===== src/rtl/multicycle_control_unit_pkg.sv =====
// Shared constants and types for the multicycle control unit (package cu_pkg).
package cu_pkg;

    localparam logic [6:0] OPCODE_R     = 7'b0110011;
    localparam logic [6:0] OPCODE_I     = 7'b0010011;
    localparam logic [6:0] OPCODE_LOAD  = 7'b0000011;
    localparam logic [6:0] OPCODE_STORE = 7'b0100011;
    localparam logic [6:0] OPCODE_B     = 7'b1100011;
    localparam logic [6:0] OPCODE_J     = 7'b1101111;

    localparam logic [3:0] ALU_ADD = 4'h0;
    localparam logic [3:0] ALU_SUB = 4'h1;

    localparam logic [2:0] IMM_NF = 3'd0;
    localparam logic [2:0] IMM_I  = 3'd1;
    localparam logic [2:0] IMM_S  = 3'd2;
    localparam logic [2:0] IMM_B  = 3'd3;
    localparam logic [2:0] IMM_J  = 3'd4;

    localparam logic [1:0] PC_4      = 2'b00;
    localparam logic [1:0] PC_BRANCH = 2'b01;
    localparam logic [1:0] PC_JUMP   = 2'b10;

    typedef enum logic [2:0] {FETCH, DECODE, EXECUTE, MEM, WB, ERROR} cu_state_e;

    typedef enum logic [3:0] {
        CL_NOP, CL_ADD, CL_SUB, CL_ADDI, CL_BEQ, CL_BNE, CL_JAL, CL_LW, CL_SW
    } instr_class_e;

    function automatic logic [2:0] imm_of_class(instr_class_e c);
        case (c)
            CL_ADDI, CL_LW: return IMM_I;
            CL_SW:          return IMM_S;
            CL_BEQ, CL_BNE: return IMM_B;
            CL_JAL:         return IMM_J;
            default:        return IMM_NF;
        endcase
    endfunction

endpackage


===== src/rtl/multicycle_control_unit_if.sv =====
// Control-unit bus: memory handshakes in, datapath controls out.
// Optional illegal_o exists only when CU_ILLEGAL_TRAP_EN is defined.
interface cu_if #(
    parameter int unsigned REG_ADDR_W = 5,
    parameter int unsigned ALU_CTRL_W = 4
) ();
    logic [31:0]           instr_i;
    logic                  imem_ack_i;
    logic                  dmem_ack_i;
    logic                  alu_zero_i;
    logic                  imem_req_o;
    logic                  ir_write_o;
    logic                  pc_write_o;
    logic [1:0]            pc_sel_o;
    logic                  regwrite_o;
    logic [REG_ADDR_W-1:0] rd_o;
    logic [REG_ADDR_W-1:0] rs1_o;
    logic [REG_ADDR_W-1:0] rs2_o;
    logic                  memread_o;
    logic                  memwrite_o;
    logic                  memtoreg_o;
    logic                  alusrc_r1_o;
    logic                  alusrc_r2_o;
    logic [ALU_CTRL_W-1:0] alucontrol_o;
    logic [2:0]            imm_type_o;
    logic                  busy_o;
    logic                  err_o;
`ifdef CU_ILLEGAL_TRAP_EN
    logic                  illegal_o;
`endif

    modport master (
        input  instr_i, imem_ack_i, dmem_ack_i, alu_zero_i,
        output imem_req_o, ir_write_o, pc_write_o, pc_sel_o, regwrite_o, rd_o, rs1_o, rs2_o,
               memread_o, memwrite_o, memtoreg_o, alusrc_r1_o, alusrc_r2_o, alucontrol_o,
               imm_type_o, busy_o, err_o
`ifdef CU_ILLEGAL_TRAP_EN
        , illegal_o
`endif
    );

    modport slave (
        output instr_i, imem_ack_i, dmem_ack_i, alu_zero_i,
        input  imem_req_o, ir_write_o, pc_write_o, pc_sel_o, regwrite_o, rd_o, rs1_o, rs2_o,
               memread_o, memwrite_o, memtoreg_o, alusrc_r1_o, alusrc_r2_o, alucontrol_o,
               imm_type_o, busy_o, err_o
`ifdef CU_ILLEGAL_TRAP_EN
        , illegal_o
`endif
    );
endinterface


===== src/rtl/multicycle_control_unit_decoder.sv =====
// cu_decoder: opcode/funct3/funct7 of the latched IR -> instruction class and legal flag.
module cu_decoder
    import cu_pkg::*;
(
    input  logic [6:0]   i_opcode,
    input  logic [2:0]   i_funct3,
    input  logic [6:0]   i_funct7,
    output instr_class_e o_class,
    output logic         o_legal
);
    always_comb begin
        o_class = CL_NOP;
        case (i_opcode)
            OPCODE_R: begin
                if (i_funct3 == 3'b000 && i_funct7 == 7'h00)      o_class = CL_ADD;
                else if (i_funct3 == 3'b000 && i_funct7 == 7'h20) o_class = CL_SUB;
            end
            OPCODE_I:     if (i_funct3 == 3'b000) o_class = CL_ADDI;
            OPCODE_LOAD:  if (i_funct3 == 3'b010) o_class = CL_LW;
            OPCODE_STORE: if (i_funct3 == 3'b010) o_class = CL_SW;
            OPCODE_B: begin
                if (i_funct3 == 3'b000)      o_class = CL_BEQ;
                else if (i_funct3 == 3'b001) o_class = CL_BNE;
            end
            OPCODE_J:     o_class = CL_JAL;
            default:      o_class = CL_NOP;
        endcase
        o_legal = (o_class != CL_NOP);
    end
endmodule


===== src/rtl/multicycle_control_unit.sv =====
// Multi-cycle FETCH/DECODE/EXECUTE/MEM/WB sequencer with memory-ack watchdog.
// Define CU_ILLEGAL_TRAP_EN to trap unsupported instructions (adds illegal_o); else they run as NOP.
module multicycle_control_unit
    import cu_pkg::*;
#(
    parameter int unsigned REG_ADDR_W  = 5,
    parameter int unsigned ALU_CTRL_W  = 4,
    parameter int unsigned ACK_TIMEOUT = 16
) (
    input  logic clk,
    input  logic rst_n,
    cu_if.master bus
);
    localparam int unsigned WaitW = $clog2(ACK_TIMEOUT + 1);
    localparam logic [WaitW-1:0] LastWait = WaitW'(ACK_TIMEOUT - 1);

    cu_state_e             r_state;
    logic [WaitW-1:0]      r_wait;
    logic [6:0]            r_opcode;
    logic [2:0]            r_funct3;
    logic [6:0]            r_funct7;
    logic [REG_ADDR_W-1:0] r_rd;
    logic [REG_ADDR_W-1:0] r_rs1;
    logic [REG_ADDR_W-1:0] r_rs2;
`ifdef CU_ILLEGAL_TRAP_EN
    logic                  r_illegal;
`endif

    instr_class_e w_class;
    logic         w_legal;
    logic         w_taken;
    logic         w_writes_rd;

    cu_decoder u_dec (
        .i_opcode (r_opcode),
        .i_funct3 (r_funct3),
        .i_funct7 (r_funct7),
        .o_class  (w_class),
        .o_legal  (w_legal)
    );

    always_ff @(posedge clk or negedge rst_n) begin
        if (!rst_n) begin
            r_state  <= FETCH;
            r_wait   <= '0;
            r_opcode <= '0;
            r_funct3 <= '0;
            r_funct7 <= '0;
            r_rd     <= '0;
            r_rs1    <= '0;
            r_rs2    <= '0;
`ifdef CU_ILLEGAL_TRAP_EN
            r_illegal <= 1'b0;
`endif
        end else begin
            case (r_state)
                FETCH: begin
                    // An ack on the deadline cycle still wins over the watchdog.
                    if (bus.imem_ack_i) begin
                        r_opcode <= bus.instr_i[6:0];
                        r_rd     <= REG_ADDR_W'(bus.instr_i[11:7]);
                        r_funct3 <= bus.instr_i[14:12];
                        r_rs1    <= REG_ADDR_W'(bus.instr_i[19:15]);
                        r_rs2    <= REG_ADDR_W'(bus.instr_i[24:20]);
                        r_funct7 <= bus.instr_i[31:25];
                        r_wait   <= '0;
                        r_state  <= DECODE;
                    end else if (r_wait == LastWait) begin
                        r_wait  <= '0;
                        r_state <= ERROR;
                    end else begin
                        r_wait <= r_wait + 1'b1;
                    end
                end
                DECODE: begin
                    if (w_legal) begin
                        r_state <= EXECUTE;
                    end else begin
`ifdef CU_ILLEGAL_TRAP_EN
                        r_illegal <= 1'b1;
                        r_state   <= ERROR;
`else
                        r_state <= WB;
`endif
                    end
                end
                EXECUTE: begin
                    case (w_class)
                        CL_BEQ, CL_BNE: r_state <= FETCH;
                        CL_LW, CL_SW:   r_state <= MEM;
                        default:        r_state <= WB;
                    endcase
                end
                MEM: begin
                    if (bus.dmem_ack_i) begin
                        r_wait  <= '0;
                        r_state <= (w_class == CL_LW) ? WB : FETCH;
                    end else if (r_wait == LastWait) begin
                        r_wait  <= '0;
                        r_state <= ERROR;
                    end else begin
                        r_wait <= r_wait + 1'b1;
                    end
                end
                WB:      r_state <= FETCH;
                ERROR:   r_state <= ERROR;
                default: r_state <= FETCH;
            endcase
        end
    end

    assign w_taken     = (w_class == CL_BEQ) ? bus.alu_zero_i : !bus.alu_zero_i;
    assign w_writes_rd = w_class inside {CL_ADD, CL_SUB, CL_ADDI, CL_LW, CL_JAL};

    // Decoded from registered state/IR only; ack and zero gate the same-cycle strobes,
    // and rst_n forces everything low immediately.
    always_comb begin
        bus.imem_req_o   = 1'b0;
        bus.ir_write_o   = 1'b0;
        bus.pc_write_o   = 1'b0;
        bus.pc_sel_o     = PC_4;
        bus.regwrite_o   = 1'b0;
        bus.rd_o         = '0;
        bus.rs1_o        = '0;
        bus.rs2_o        = '0;
        bus.memread_o    = 1'b0;
        bus.memwrite_o   = 1'b0;
        bus.memtoreg_o   = 1'b0;
        bus.alusrc_r1_o  = 1'b0;
        bus.alusrc_r2_o  = 1'b0;
        bus.alucontrol_o = ALU_CTRL_W'(ALU_ADD);
        bus.imm_type_o   = IMM_NF;
        bus.busy_o       = 1'b0;
        bus.err_o        = 1'b0;
        if (rst_n) begin
            if (r_state != ERROR) begin
                bus.rd_o  = r_rd;
                bus.rs1_o = r_rs1;
                bus.rs2_o = r_rs2;
            end
            bus.busy_o = (r_state != FETCH) && (r_state != ERROR);
            case (r_state)
                FETCH: begin
                    bus.imem_req_o = 1'b1;
                    bus.ir_write_o = bus.imem_ack_i;
                end
                DECODE: bus.imm_type_o = imm_of_class(w_class);
                EXECUTE: begin
                    bus.imm_type_o = imm_of_class(w_class);
                    case (w_class)
                        CL_SUB:  bus.alucontrol_o = ALU_CTRL_W'(ALU_SUB);
                        CL_ADDI, CL_LW, CL_SW: bus.alusrc_r2_o = 1'b1;
                        CL_BEQ, CL_BNE: begin
                            bus.alucontrol_o = ALU_CTRL_W'(ALU_SUB);
                            bus.pc_write_o   = 1'b1;
                            bus.pc_sel_o     = w_taken ? PC_BRANCH : PC_4;
                        end
                        CL_JAL:  bus.alusrc_r1_o = 1'b1;
                        default: ;
                    endcase
                end
                MEM: begin
                    bus.memread_o  = (w_class == CL_LW);
                    bus.memwrite_o = (w_class == CL_SW);
                    bus.pc_write_o = (w_class == CL_SW) && bus.dmem_ack_i;
                end
                WB: begin
                    bus.regwrite_o = w_writes_rd && (r_rd != '0);
                    bus.memtoreg_o = (w_class == CL_LW);
                    bus.pc_write_o = 1'b1;
                    bus.pc_sel_o   = (w_class == CL_JAL) ? PC_JUMP : PC_4;
                end
                ERROR:   bus.err_o = 1'b1;
                default: ;
            endcase
        end
    end

`ifdef CU_ILLEGAL_TRAP_EN
    assign bus.illegal_o = rst_n & r_illegal;
`endif

endmodule


===== src/flat_wrapper.sv =====
// flat-port wrapper written by rule: the top's interface ports become plain ports
module multicycle_control_unit_flat import cu_pkg::*;
#(
    parameter int unsigned REG_ADDR_W  = 5,
    parameter int unsigned ALU_CTRL_W  = 4,
    parameter int unsigned ACK_TIMEOUT = 16
)
  (clk, rst_n, bus_instr_i, bus_imem_ack_i, bus_dmem_ack_i, bus_alu_zero_i, bus_imem_req_o, bus_ir_write_o, bus_pc_write_o, bus_pc_sel_o, bus_regwrite_o, bus_rd_o, bus_rs1_o, bus_rs2_o, bus_memread_o, bus_memwrite_o, bus_memtoreg_o, bus_alusrc_r1_o, bus_alusrc_r2_o, bus_alucontrol_o, bus_imm_type_o, bus_busy_o, bus_err_o);
  cu_if #(.REG_ADDR_W(REG_ADDR_W), .ALU_CTRL_W(ALU_CTRL_W)) bus_i ();
  input  logic clk;
  input  logic rst_n;
  input wire logic [$bits(bus_i.instr_i)-1:0] bus_instr_i;
  input wire logic [$bits(bus_i.imem_ack_i)-1:0] bus_imem_ack_i;
  input wire logic [$bits(bus_i.dmem_ack_i)-1:0] bus_dmem_ack_i;
  input wire logic [$bits(bus_i.alu_zero_i)-1:0] bus_alu_zero_i;
  output wire logic [$bits(bus_i.imem_req_o)-1:0] bus_imem_req_o;
  output wire logic [$bits(bus_i.ir_write_o)-1:0] bus_ir_write_o;
  output wire logic [$bits(bus_i.pc_write_o)-1:0] bus_pc_write_o;
  output wire logic [$bits(bus_i.pc_sel_o)-1:0] bus_pc_sel_o;
  output wire logic [$bits(bus_i.regwrite_o)-1:0] bus_regwrite_o;
  output wire logic [$bits(bus_i.rd_o)-1:0] bus_rd_o;
  output wire logic [$bits(bus_i.rs1_o)-1:0] bus_rs1_o;
  output wire logic [$bits(bus_i.rs2_o)-1:0] bus_rs2_o;
  output wire logic [$bits(bus_i.memread_o)-1:0] bus_memread_o;
  output wire logic [$bits(bus_i.memwrite_o)-1:0] bus_memwrite_o;
  output wire logic [$bits(bus_i.memtoreg_o)-1:0] bus_memtoreg_o;
  output wire logic [$bits(bus_i.alusrc_r1_o)-1:0] bus_alusrc_r1_o;
  output wire logic [$bits(bus_i.alusrc_r2_o)-1:0] bus_alusrc_r2_o;
  output wire logic [$bits(bus_i.alucontrol_o)-1:0] bus_alucontrol_o;
  output wire logic [$bits(bus_i.imm_type_o)-1:0] bus_imm_type_o;
  output wire logic [$bits(bus_i.busy_o)-1:0] bus_busy_o;
  output wire logic [$bits(bus_i.err_o)-1:0] bus_err_o;
  assign bus_i.instr_i = bus_instr_i;
  assign bus_i.imem_ack_i = bus_imem_ack_i;
  assign bus_i.dmem_ack_i = bus_dmem_ack_i;
  assign bus_i.alu_zero_i = bus_alu_zero_i;
  assign bus_imem_req_o = bus_i.imem_req_o;
  assign bus_ir_write_o = bus_i.ir_write_o;
  assign bus_pc_write_o = bus_i.pc_write_o;
  assign bus_pc_sel_o = bus_i.pc_sel_o;
  assign bus_regwrite_o = bus_i.regwrite_o;
  assign bus_rd_o = bus_i.rd_o;
  assign bus_rs1_o = bus_i.rs1_o;
  assign bus_rs2_o = bus_i.rs2_o;
  assign bus_memread_o = bus_i.memread_o;
  assign bus_memwrite_o = bus_i.memwrite_o;
  assign bus_memtoreg_o = bus_i.memtoreg_o;
  assign bus_alusrc_r1_o = bus_i.alusrc_r1_o;
  assign bus_alusrc_r2_o = bus_i.alusrc_r2_o;
  assign bus_alucontrol_o = bus_i.alucontrol_o;
  assign bus_imm_type_o = bus_i.imm_type_o;
  assign bus_busy_o = bus_i.busy_o;
  assign bus_err_o = bus_i.err_o;
  multicycle_control_unit #(.REG_ADDR_W(REG_ADDR_W), .ALU_CTRL_W(ALU_CTRL_W), .ACK_TIMEOUT(ACK_TIMEOUT)) u_core (.clk(clk), .rst_n(rst_n), .bus(bus_i));
endmodule

===== config.mk =====
export PLATFORM = sky130hd
export DESIGN_NAME = multicycle_control_unit_flat
export DESIGN_NICKNAME = d
export VERILOG_FILES = /design/src/rtl/multicycle_control_unit_pkg.sv /design/src/rtl/multicycle_control_unit_if.sv /design/src/rtl/multicycle_control_unit_decoder.sv /design/src/rtl/multicycle_control_unit.sv /design/src/flat_wrapper.sv
export SDC_FILE = /design/constraint.sdc
export NUM_CORES = 1
export LEC_CHECK = 0
export BUFFER_PORTS_ARGS = -buffer_cell sky130_fd_sc_hd__buf_4
export CAP_MARGIN = 20
export CORE_MARGIN = 5
export CORE_UTILIZATION = 45
export CTS_CLUSTER_SIZE = 20
export DETAILED_ROUTE_END_ITERATION = 10
export GPL_TIMING_DRIVEN = 0
export PLACE_DENSITY = 0.71
export SYNTH_ARGS = -nofsm -noshare
export SYNTH_HDL_FRONTEND = slang
export SYNTH_SLANG_ARGS = --single-unit
export TNS_END_PERCENT = 30

===== constraint.sdc =====
create_clock -name clk -period 3.8 [get_ports clk]
set_input_delay 0.19 -clock clk [delete_from_list [all_inputs] [get_ports clk]]
set_output_delay 0.19 -clock clk [all_outputs]
set_load 0.02 [all_outputs]

==> flow_metrics.py <==
metrics = {
    "worst_setup_path": {
        "path_buf_inv": 4,
        "critical_path_class": "input port to output pin",
        "cpMostUsedCell": "buf_4",
        "cp.arrival_ps": 2500,
        "startpoint": "rst_n",
        "slowest_stage": "a21boi_0",
        "reg2reg_to": "u_core.r_funct3[1]$_DFFE_PN0P_",
        "reg2reg_depth": 4,
        "path_delay_family": "buffers and inverters",
        "timing.rr.start": "u_core.r_state[2]$_DFF_PN0_",
        "startpoint_type": "input port",
        "cp_data_required_time_ps": 3610,
        "critPathCaptureType": "output pin",
        "cp-endpoint": "bus_rs1_o[3]",
        "critical_path.max_stage_delay_ps": 640,
        "rrSetupSlack_ps": 1720,
        "critPathMaxFanout": 47,
        "path_cells": "dlygate4sd3_1 -> buf_4 -> a21boi_0 -> clkbuf_1 -> and2_1 -> buf_4",
        "crit_cells": 6,
    },
    "clock_tree": {
        "cts.sinks": 40,
        "htreeDepth": 2,
        "root_buffer": "clkbuf_8",
        "max-clock-path-buffers": 2,
        "clk_pin_slew_ps": 70,
        "numCtsBuffers": 5,
        "clock_latency_ps": 300,
        "cts_tree": "built",
        "post_cts_buffers": 0,
    },
    "synth": {
        "synth.ff_latch_count": 40,
        "synth_top_area_share": 0.4469,
        "ys_seq_area_frac": 0.4469,
        "postSynthCellCount": 220,
        "yosysWarnings": 0,
        "synth_area_um2": 2240,
        "synth.area.top_cells": "dfrtp_1, mux2_2, and2_1",
        "synth_area_leader_cell": "dfrtp_1",
        "ys.flop_type": "dfrtp_1",
        "syn_area_per_cell_um2": 10.18,
        "yosysUniqueCellTypes": 48,
        "synthArstFlopShare": 1.000,
        "synth_edf_count": 0,
    },
    "route": {
        "dr_total_vias": 1852,
        "totalWireLength_um": 5247,
        "ant_nets": 0,
        "drc_errors": 0,
        "wl_per_cell_um": 14.38,
        "drtIter0Drc": 77,
        "dr.pass1.iters": 4,
        "viasPerCell": 5.074,
    },
    "pwr": {
        "p_leak_nw": 1.312,
        "power.density_nw_per_um2": 654.1,
        "power_w": 0.001916,
        "ir_drop_mv": 0.4397,
    },
    "floorplanning": {
        "initial_core_util": 0.4680,
        "io_pins": 72,
        "std_cell_rows": 25,
        "coreArea_um2": 4786,
        "die_w_um": 80.55,
        "die_h_um": 80.55,
        "die_area_um2": 6488,
    },
    "sta": {
        "fmax_ghz": 0.3714,
        "whs_ps": 118.1,
        "fin_crit_sh": 0.7085,
        "slew_headroom": 0.5339,
        "period_minus_slack_ps": 2692,
        "setup_viol": 0,
        "fin_ws_ps": 1108,
        "final_max_slew_viol_count": 0,
        "worstMarginPinSlew_ps": 693.0,
        "skew_ps": 12.74,
        "setup_tns_ps": 0,
        "rsz0062_at_grt": "no",
        "hold_violations": 0,
    },
    "worst_hold_path": {
        "min_path_type": "input port to flip-flop",
    },
    "layout": {
        "final_nets": 336,
        "seq_area_um2": 1001,
        "drive_above_1_share": 0.4060,
        "diodes": 0,
        "fillers": 428,
        "areaGrowthSynthToFinish_pct": 30.78,
        "final_common_cell": "buf_4",
        "layoutNonFillerInstCount": 365,
        "layout_common_cells": "buf_4, dfrtp_1, mux2_2",
        "multi_input_area_um2": 1137,
    },
    "global_routing": {
        "antenna_found_initial": 0,
        "track_usage": 0.1759,
        "grt_max_degree": 48,
        "grt_pass1_wl_um": 8804,
        "grt_pass1_vias": 1915,
        "gr-total-overflow": 0,
    },
    "placement": {
        "gp_congestion": 0.8549,
        "dp.cells": 357,
        "port-buffer-count": 68,
        "preCtsSetupSlack_ps": 1496,
        "hpwl_um": 4107,
    },
    "run_status": {
        "status": "complete, no violations",
    },
    "job": {
        "maxCapViolCount": 0,
    },
}
[synth_stat cells, types with 2 or more instances]
library cell,number
nand4_1,3
xor2_1,2
nand2b_1,3
nand2_1,11
or2_2,4
inv_1,5
a21oi_1,7
and2_1,17
buf_2,3
buf_4,5
nor2_1,13
nor3_1,10
a21boi_0,2
nand4b_1,2
nor2b_1,3
or3_1,3
o211ai_1,3
mux2_2,31
and3b_1,3
clkbuf_1,6
nand3b_1,3
nand3_1,7
dfrtp_1,40
nor4_1,3
o21ai_0,8
[sequential cells by signal, indices dropped and copies added, names as in the netlist]
| register | cells |
|---|---|
| u_core.r_funct7 | 7 |
| u_core.r_opcode | 7 |
| u_core.r_rd | 5 |
| u_core.r_rs1 | 5 |
| u_core.r_rs2 | 5 |
| u_core.r_wait | 5 |
| u_core.r_funct3 | 3 |
| u_core.r_state | 3 |
[where the power goes]
group	switching, W	internal, W	leakage (nW)
Clock	0.000139	0.000125	0.0410
Sequential	0.000126	0.000623	0.481
Combinational	0.000447	0.000456	0.790
[stage by stage]
stage / utilization / area [µm²]
2_1_floorplan: - / 2247
3_3_place_gp: 0.5937 / 2841
3_5_place_dp: 0.5937 / 2841
4_1_cts: 0.6120 / 2929
5_1_grt: 0.6120 / 2929
6_report: 0.6120 / 2929
[cells by family (layout without fill, tap and decap cells)]
group	count (synthesis)	count (layout)	synth area share
AO/OA/AOI/OAI	31	31	0.09274
XOR/XNOR	3	3	0.01173
adder cells (fa/ha/maj)	1	1	0.005586
buffers and inverters	21	97	0.04860
flip-flops	40	40	0.4469
multiplexers	32	32	0.1603
other	1	3	0.001674
AND/OR/NAND/NOR	91	91	0.2324
[worst reg2reg max path, stage by stage, from the launching register on]
cell and delay, ps:
dfrtp_1 450, or2_2 350, nor3_2 420, buf_2 360, mux2_2 370
[worst min path at each step]
stage	startpoint	end	slack (ps)	depth (start not counted)
6_report	bus_instr_i[30]	u_core.r_funct7[5]$_DFFE_PN0P_	120	3
5_1_grt	bus_instr_i[19]	u_core.r_rs1[4]$_DFFE_PN0P_	110	2
4_1_cts	bus_instr_i[30]	u_core.r_funct7[5]$_DFFE_PN0P_	110	3
3_5_place_dp	rst_n	u_core.r_funct7[4]$_DFFE_PN0P_	220	1
3_3_place_gp	rst_n	u_core.r_funct7[4]$_DFFE_PN0P_	220	1
2_1_floorplan	rst_n	u_core.r_funct3[0]$_DFFE_PN0P_	-110	0
[timing repair]
item,in CTS,in global routing
endpoints found under the setup margin,0,0
hold buffers,1,0
resized for setup,0,0
endpoints found under the hold margin,40,0
[final cells by class]
type	instances	share of cell area
Multi-Input combinational cell	161	0.3883
Sequential cell	40	0.3417
Timing Repair Buffer	69	0.1777
Buffer	16	0.03076
Tap cell	67	0.02862
Clock buffer	6	0.02478
Inverter	5	0.006408
Clock inverter	1	0.001709
[per-layer routing]
layer | part of all wire | vias to the layer above | GRT usage | routed length [µm]
met2 | 0.44 | 54 | 0.2765 | 2319
li1 | - | 933 | - | -
met3 | 0.11 | 6 | 0.07960 | 553
met4 | 0.014 | 0 | 0.05574 | 71
met5 | 0 | - | 0 | 0
met1 | 0.44 | 859 | 0.2147 | 2303
(Power assumes the default switching activity.)
